`config.mk`:
```
export PLATFORM = sky130hd
export DESIGN_NAME = seven_seg_scan_ctrl
export DESIGN_NICKNAME = d
export VERILOG_FILES = /design/src/rtl/seven_seg_scan_ctrl.sv
export SDC_FILE = /design/constraint.sdc
export NUM_CORES = 1
export LEC_CHECK = 0
export ABC_CLOCK_PERIOD_IN_PS = 3000
export BUFFER_PORTS_ARGS = -buffer_cell sky130_fd_sc_hd__buf_2
export CAP_MARGIN = 40
export CORE_ASPECT_RATIO = 2
export CORE_MARGIN = 5
export CORE_UTILIZATION = 45
export DETAILED_ROUTE_END_ITERATION = 10
export PLACE_DENSITY = 0.64
export RECOVER_POWER = 50
export REMOVE_ABC_BUFFERS = 1
export SYNTH_ARGS = -nofsm -noshare
export SYNTH_HDL_FRONTEND = slang
export SYNTH_HIERARCHICAL = 1
export SYNTH_SLANG_ARGS = --single-unit
```
`constraint.sdc`:
```
create_clock -name clk -period 3 [get_ports clk]
set_input_delay 0.15 -clock clk [delete_from_list [all_inputs] [get_ports clk]]
set_output_delay 0.15 -clock clk [all_outputs]
set_load 0.02 [all_outputs]
```
`src/rtl/seven_seg_scan_ctrl.sv`:
```
// Scan controller for a multi-digit common-anode 7-segment display.
// Frame-synchronous display updates via a valid/ready port, with guard intervals, leading-zero blanking and decimal points.

// BCD nibble to active-low segment pattern (bit 7 = DP off, bits 6:0 = g..a); non-BCD codes give all segments off.
module bcd_to_cathode (
    input  logic [3:0] bcd,
    output logic [7:0] seg_c
);
    always_comb begin
        seg_c = 8'hFF;
        case (bcd)
            4'd0:    seg_c = 8'hC0;
            4'd1:    seg_c = 8'hF9;
            4'd2:    seg_c = 8'hA4;
            4'd3:    seg_c = 8'hB0;
            4'd4:    seg_c = 8'h99;
            4'd5:    seg_c = 8'h92;
            4'd6:    seg_c = 8'h82;
            4'd7:    seg_c = 8'hF8;
            4'd8:    seg_c = 8'h80;
            4'd9:    seg_c = 8'h90;
            default: seg_c = 8'hFF;
        endcase
    end
endmodule

module seven_seg_scan_ctrl #(
    parameter int unsigned NUM_DIGITS  = 8,
    parameter int unsigned REFRESH_DIV = 100000,
    parameter int unsigned GUARD       = 4
) (
    input  logic                    clk,
    input  logic                    rst,
    input  logic                    enable,
    input  logic                    load_valid,
    input  logic [4*NUM_DIGITS-1:0] load_data,
    output logic                    load_ready,
    input  logic                    blank_lz,
    input  logic [NUM_DIGITS-1:0]   dp_mask,
    output logic [NUM_DIGITS-1:0]   anode,
    output logic [7:0]              cathode,
    output logic [3:0]              digit
);
    localparam int unsigned DW = 4 * NUM_DIGITS;
    localparam int unsigned SW = (NUM_DIGITS > 1) ? $clog2(NUM_DIGITS) : 1;
    localparam int unsigned CW = $clog2(REFRESH_DIV);
    localparam logic [SW-1:0] SLOT_LAST = SW'(NUM_DIGITS - 1);
    localparam logic [CW-1:0] CNT_LAST  = CW'(REFRESH_DIV - 1);

    typedef enum logic {
        IDLE = 1'b0,
        SCAN = 1'b1
    } state_t;

    state_t state, state_nxt;
    logic   scan_c;

    logic [CW-1:0] cnt;
    logic [SW-1:0] slot;
    logic          slot_end_c;
    logic          frame_end_c;

    logic [DW-1:0] disp;
    logic [DW-1:0] pend;
    logic          pend_v;
    logic          accept_c;
    logic          xfer_c;

    logic [3:0]            nib [NUM_DIGITS];
    logic [NUM_DIGITS-1:0] upper_zero;
    logic [3:0]            cur_nib;
    logic [7:0]            dec_seg;
    logic                  blank_c;
    logic                  guard_c;

    logic [NUM_DIGITS-1:0] anode_nxt;
    logic [7:0]            cathode_nxt;
    logic [3:0]            digit_nxt;

    // State register: holds the mode of the previous cycle.
    always_ff @(posedge clk) begin
        if (rst) begin
            state <= IDLE;
        end else begin
            state <= state_nxt;
        end
    end

    // Next-state logic; enable takes effect in the same cycle so the display darkens on the next edge.
    always_comb begin
        state_nxt = state;
        case (state)
            IDLE:    if (enable)  state_nxt = SCAN;
            SCAN:    if (!enable) state_nxt = IDLE;
            default: state_nxt = IDLE;
        endcase
    end

    assign scan_c      = (state_nxt == SCAN);
    assign slot_end_c  = (cnt == CNT_LAST);
    assign frame_end_c = scan_c & slot_end_c & (slot == SLOT_LAST);

    // Slot and cycle counters; both held at zero while idle.
    always_ff @(posedge clk) begin
        if (rst) begin
            cnt  <= '0;
            slot <= '0;
        end else if (!scan_c) begin
            cnt  <= '0;
            slot <= '0;
        end else if (slot_end_c) begin
            cnt  <= '0;
            slot <= (slot == SLOT_LAST) ? '0 : slot + SW'(1);
        end else begin
            cnt  <= cnt + CW'(1);
        end
    end

    // Pending word moves to the display only at a frame boundary or while idle, so no frame mixes words.
    assign accept_c = load_valid & ~pend_v;
    assign xfer_c   = pend_v & (frame_end_c | ~scan_c);

    always_ff @(posedge clk) begin
        if (rst) begin
            disp       <= '0;
            pend       <= '0;
            pend_v     <= 1'b0;
            load_ready <= 1'b1;
        end else if (xfer_c) begin
            disp       <= pend;
            pend_v     <= 1'b0;
            load_ready <= 1'b1;
        end else if (accept_c) begin
            pend       <= load_data;
            pend_v     <= 1'b1;
            load_ready <= 1'b0;
        end
    end

    // upper_zero[i] is set when digit i and every digit to its left hold zero.
    always_comb begin
        for (int i = 0; i < int'(NUM_DIGITS); i++) begin
            nib[i] = disp[4*i +: 4];
        end
        upper_zero[NUM_DIGITS-1] = (nib[NUM_DIGITS-1] == 4'd0);
        for (int i = int'(NUM_DIGITS) - 2; i >= 0; i--) begin
            upper_zero[i] = upper_zero[i+1] & (nib[i] == 4'd0);
        end
    end

    assign cur_nib = nib[slot];

    bcd_to_cathode u_dec (
        .bcd   (cur_nib),
        .seg_c (dec_seg)
    );

    assign blank_c = (cur_nib > 4'd9) | (blank_lz & (slot != '0) & upper_zero[slot]);
    assign guard_c = (cnt < CW'(GUARD));

    // Output logic: next values for the registered pin drivers.
    always_comb begin
        anode_nxt   = '1;
        cathode_nxt = 8'hFF;
        digit_nxt   = 4'h0;
        if (scan_c) begin
            digit_nxt = cur_nib;
            if (!guard_c) begin
                anode_nxt = ~(NUM_DIGITS'(1) << slot);
            end
            if (!blank_c) begin
                cathode_nxt = {~dp_mask[slot], dec_seg[6:0]};
            end
        end
    end

    always_ff @(posedge clk) begin
        if (rst) begin
            anode   <= '1;
            cathode <= 8'hFF;
            digit   <= 4'h0;
        end else begin
            anode   <= anode_nxt;
            cathode <= cathode_nxt;
            digit   <= digit_nxt;
        end
    end

endmodule

```
Yosys cells after proc, flatten, opt, wreduce, memory -nomap -nowiden. Memories as Yosys holds them, arrays and structs flattened. A register that Yosys moved wholly into a read port is not among the register bits. Cells that the tools add are included.

Muxes and demuxes: 9. Add/sub/neg operators: 2. $lt $le $gt $ge: 4. Bitwise gates (word level): 21. Reduce and logical (&&, ||, !) cells: 15. Shift-type cells: 1. Equality and inequality tests: 2.

Operators with widths (count): 4-bit logical NOT (8); 17-bit by 1-bit adder with 17-bit output (second input constant) (1); 17-bit equality test (second input constant) (1); 17-bit by 3-bit < comparator with 1-bit output (second input constant) (1); 1-bit bitwise AND (13); 4-bit binary-select mux with 3-bit select (1); 3-bit OR reduction (3); 4-bit two-way mux (2); 8-bit inverter (1); 1-bit by 3-bit << shifter with 8-bit output (first input constant) (1); 1-bit binary-select mux with 3-bit select (2); 4-bit greater-or-equal comparator (second input constant) (1); 4-bit > comparator (second input constant) (1); 3-bit by 4-bit < comparator with 1-bit output (second input constant) (1); 1-bit inverter (4); 3-bit inverter with 4-bit output (1); 2-bit OR reduction (2); 3-bit by 1-bit adder with 3-bit output (second input constant) (1); 3-bit equality test (second input constant) (1); 1-bit two-way mux (3); 3-bit two-way mux (1); 3-bit nonzero test (1); 1-bit OR (2); 2-bit AND reduction (1).

Register bits after elaboration: 106. Memory bits (read-only): 112. Logic and storage cells: 64. Output and inout bits: 21. Memories: 1. Input port bits: 45.

Memory list: (name not given) (depth 16, bits a word 7, rd ports 1, clocked after memory_dff 1, write ports 0, RTL line 11) `case (bcd)`.

Longest topological paths before layout.
Word-level depth: 13. Gate-level depth with buffers: 12.

Cells and area by module. Netlist, hierarchy kept.

By module, submodules not included: seven_seg_scan_ctrl (area an instance 4663.2 sq um, cells an instance 501, times used 1, sequential area each 2122.0 sq um); bcd_to_cathode (area an instance 221.5 sq um, cells an instance 35, times used 1, sequential area each 0.0 sq um).

Least setup slack after synthesis. OpenSTA, ideal clock, no wires.

Path type: register to register. Start point: register slot[0]. End point: register cathode[3]. Arrival: 2.067 ns. Cell stages (with the launch flop): 12. Clock period less this slack: 2.209 ns. Slack: 0.791 ns. Cells stage by stage: dfxtp_1 > buf_6 > buf_6 > mux4_1 > nand2_1 > nand2_1 > ha_1 > or2_1 > a21oi_2 > a31oi_1 > inv_1 > o211ai_1.

Word-level cells in the longest chain between the ends: 7. Elaborated cells between the ends (all ways): 12. Those cells by class: 1 x order compare; 5 x mux; 4 x bitwise; 2 x reduce/logical.

Ends and longest elaborated chain: start, declared (RTL line 59) `logic [SW-1:0] slot;`; start signal, assigned (RTL line 113) `slot <= (slot == SLOT_LAST) ? '0 : slot + SW'(1);`; 3-bit inverter with 4-bit output (not written as such) * (RTL line 151) `assign cur_nib = nib[slot];`; 4-bit binary-select mux with 3-bit select * (RTL line 151); 4-bit two-way mux (not written as such) * (2 in series) (RTL line 151); via cur_nib[0] (RTL line 71) `logic [3:0] cur_nib;`; 4-bit > comparator (RTL line 158) `assign blank_c = (cur_nib > 4'd9) | (blank_lz & (slot != '0) & upper_zero[slot]);`; 1-bit OR (RTL line 158); 3-bit OR reduction (no line); end, declared (RTL line 41) `output logic [7:0] cathode,`.

The timed path passes the listed nets; every way through them passes the cells marked *. The select of a mux whose other input is x is not followed. A chain may end at the register's enable or synchronous reset.

Final worst setup path. Ends and elaborated chain as after synthesis.

==> results.toml <==
[global_route]
overflow = 0
grt_max_degree = 99
antenna_found_initial = 0
grt_pass1_vias = 3625
grt.total_usage_pct = 15.8
grt_pass1_wl_um = 16900

[clocking]
postCtsSetupBuffers = 0
cts.clk_slew.worst_paths_ns = 0.07
cts_buffers = 9
cts.htree.levels = 3
cts-resized-gates = 0
cts_tree = "done"
cts_root_buf = "clkbuf_16"
cts.path.max_buffers = 2
cts.sinks = 106
hold_buffers = 0
clock_latency_ns = 0.35

[final_layout]
diodes = 0
num-fill-cells = 1016
layout_commonest_cell = "dfxtp_1"
fin_cells = 724
nNetsFinal = 639
area_growth_pct = 13.4
seqCellArea_um2 = 2120
multi_input_area_um2 = 2500
final_cell_area_um2 = 5530
drive_gt1_share_pct = 14.3
layout_common_cells = "dfxtp_1 (106), nand2_1 (91), nand2b_1 (69)"

[min_path]
min_path_cells = 3
worstHoldPathType = "in -> reg"

[drt]
firstDrtPassIters = 4
drc = 0
drt_iter0_drc = 175
vias = 3686
via_per_inst = 5.09
drtAntennaViolNets = 0
routed_wl_um = 10000
wl_per_cell_um = 13.9

[worst_setup_path]
required_ns = 3.21
r2r_cells = 9
worstSetupPathType = "reg -> reg"
cp_max_fo = 12
cp_data_arrival_time_ns = 2.70
end_kind = "flop"
cp-start-kind = "flop"

[placed_design]
routabilityCongestion = 0.838
dp.cells = 708
dp_slack_ns = 0.522
dpl.hpwl_um = 7490
dpl-instance-area_um2 = 5240
io_buffers = 65

[timing]
hold_violations = 0
rsz0062_at_grt = "false"
drv_slew = 0
finClkSkew_ns = 0.00883
tns_ns = 0
worstMarginPinSlew_ns = 0.737
period_share_pct = 83.0
max_slew_margin_pct = 50.9
layout_setup_ws_ns = 0.511
timing.fmax_mhz = 402
fin_crit_ns = 2.49
setup_violations = 0

[power_and_ir_drop]
p_per_area_nw_per_um2 = 533
leakage_nw = 1.98
vdd_ir_drop_max_mv = 0.284

[floorplan]
rows = 53
core_area_um2 = 10500
die_area_um2 = 13100
fp.dieW_um = 83.6
ios = 66
die_y_um = 157
initial_utilization_pct = 46.2

[synthesis]
yosysWarnings = 6
postSynthCellCount = 534
avgSynthCellArea_um2 = 9.13
synth_area_um2 = 4870

[run_status]
run_status = "finished, final reports clean"

[run]
drv_cap = 0
==> sequential cells by signal, indices dropped and copies added, names as in the netlist <==
signal / flops
cathode: 8
load_ready: 1
slot: 3
pend_v: 1
disp: 32
pend: 32
cnt: 17
anode: 8
digit: 4
==> final timing paths <==
path / slack, ns / endpoint / startpoint
setup / recovery: 0.51 / cathode[3]$_SDFF_PP1_ / slot[0]$_SDFFE_PP0N_
hold / removal: 0.03 / pend[8]$_SDFFE_PP0P_ / load_data[8]
setup reg to reg: 0.51 / cathode[3]$_SDFF_PP1_ / slot[0]$_SDFFE_PP0N_
hold reg to reg: 0.46 / pend[26]$_SDFFE_PP0P_ / pend[26]$_SDFFE_PP0P_
==> final cells by class <==
type / instances / share of cell area, %
Timing Repair Buffer: 70 / 6.25
Inverter: 17 / 1.15
Clock inverter: 7 / 1.83
Clock buffer: 9 / 4.07
Multi-Input combinational cell: 378 / 45.2
Tap cell: 137 / 3.10
Sequential cell: 106 / 38.4
==> through the flow <==
stage	utilization (%)	hold slack [ns]	total power [mW]
after floorplan	-	0.219	1.63
after global placement	49.7	0.391	1.71
after detailed placement	49.7	0.395	1.72
after CTS	52.8	0.0221	2.99
after global routing	52.4	0.0279	3.07
final	52.4	0.0304	2.95
==> where the power goes <==
group / internal, mW / switching (mW) / total (mW)
registers: 1.45 / 0.0234 / 1.47
clock network: 0.738 / 0.528 / 1.27
logic: 0.0928 / 0.115 / 0.208
==> worst max-delay path, stage by stage (launching register included) <==
cell      delay [ns]
dfxtp_1         0.57
buf_4           0.28
mux4_2          0.52
nand2_1         0.13
nand2_1         0.19
or2_1           0.30
a21oi_2         0.16
a31oi_1         0.06
inv_1           0.07
o211ai_1        0.07
==> layer usage <==
metal	wire, µm	track usage, %	vias to the layer above
li1	-	-	1913
met1	3860	16.8	1691
met2	5570	29.7	67
met3	425	3.51	15
met4	193	6.44	0
met5	0	0	-
Note: power is estimated with default switching activity, not from simulation.
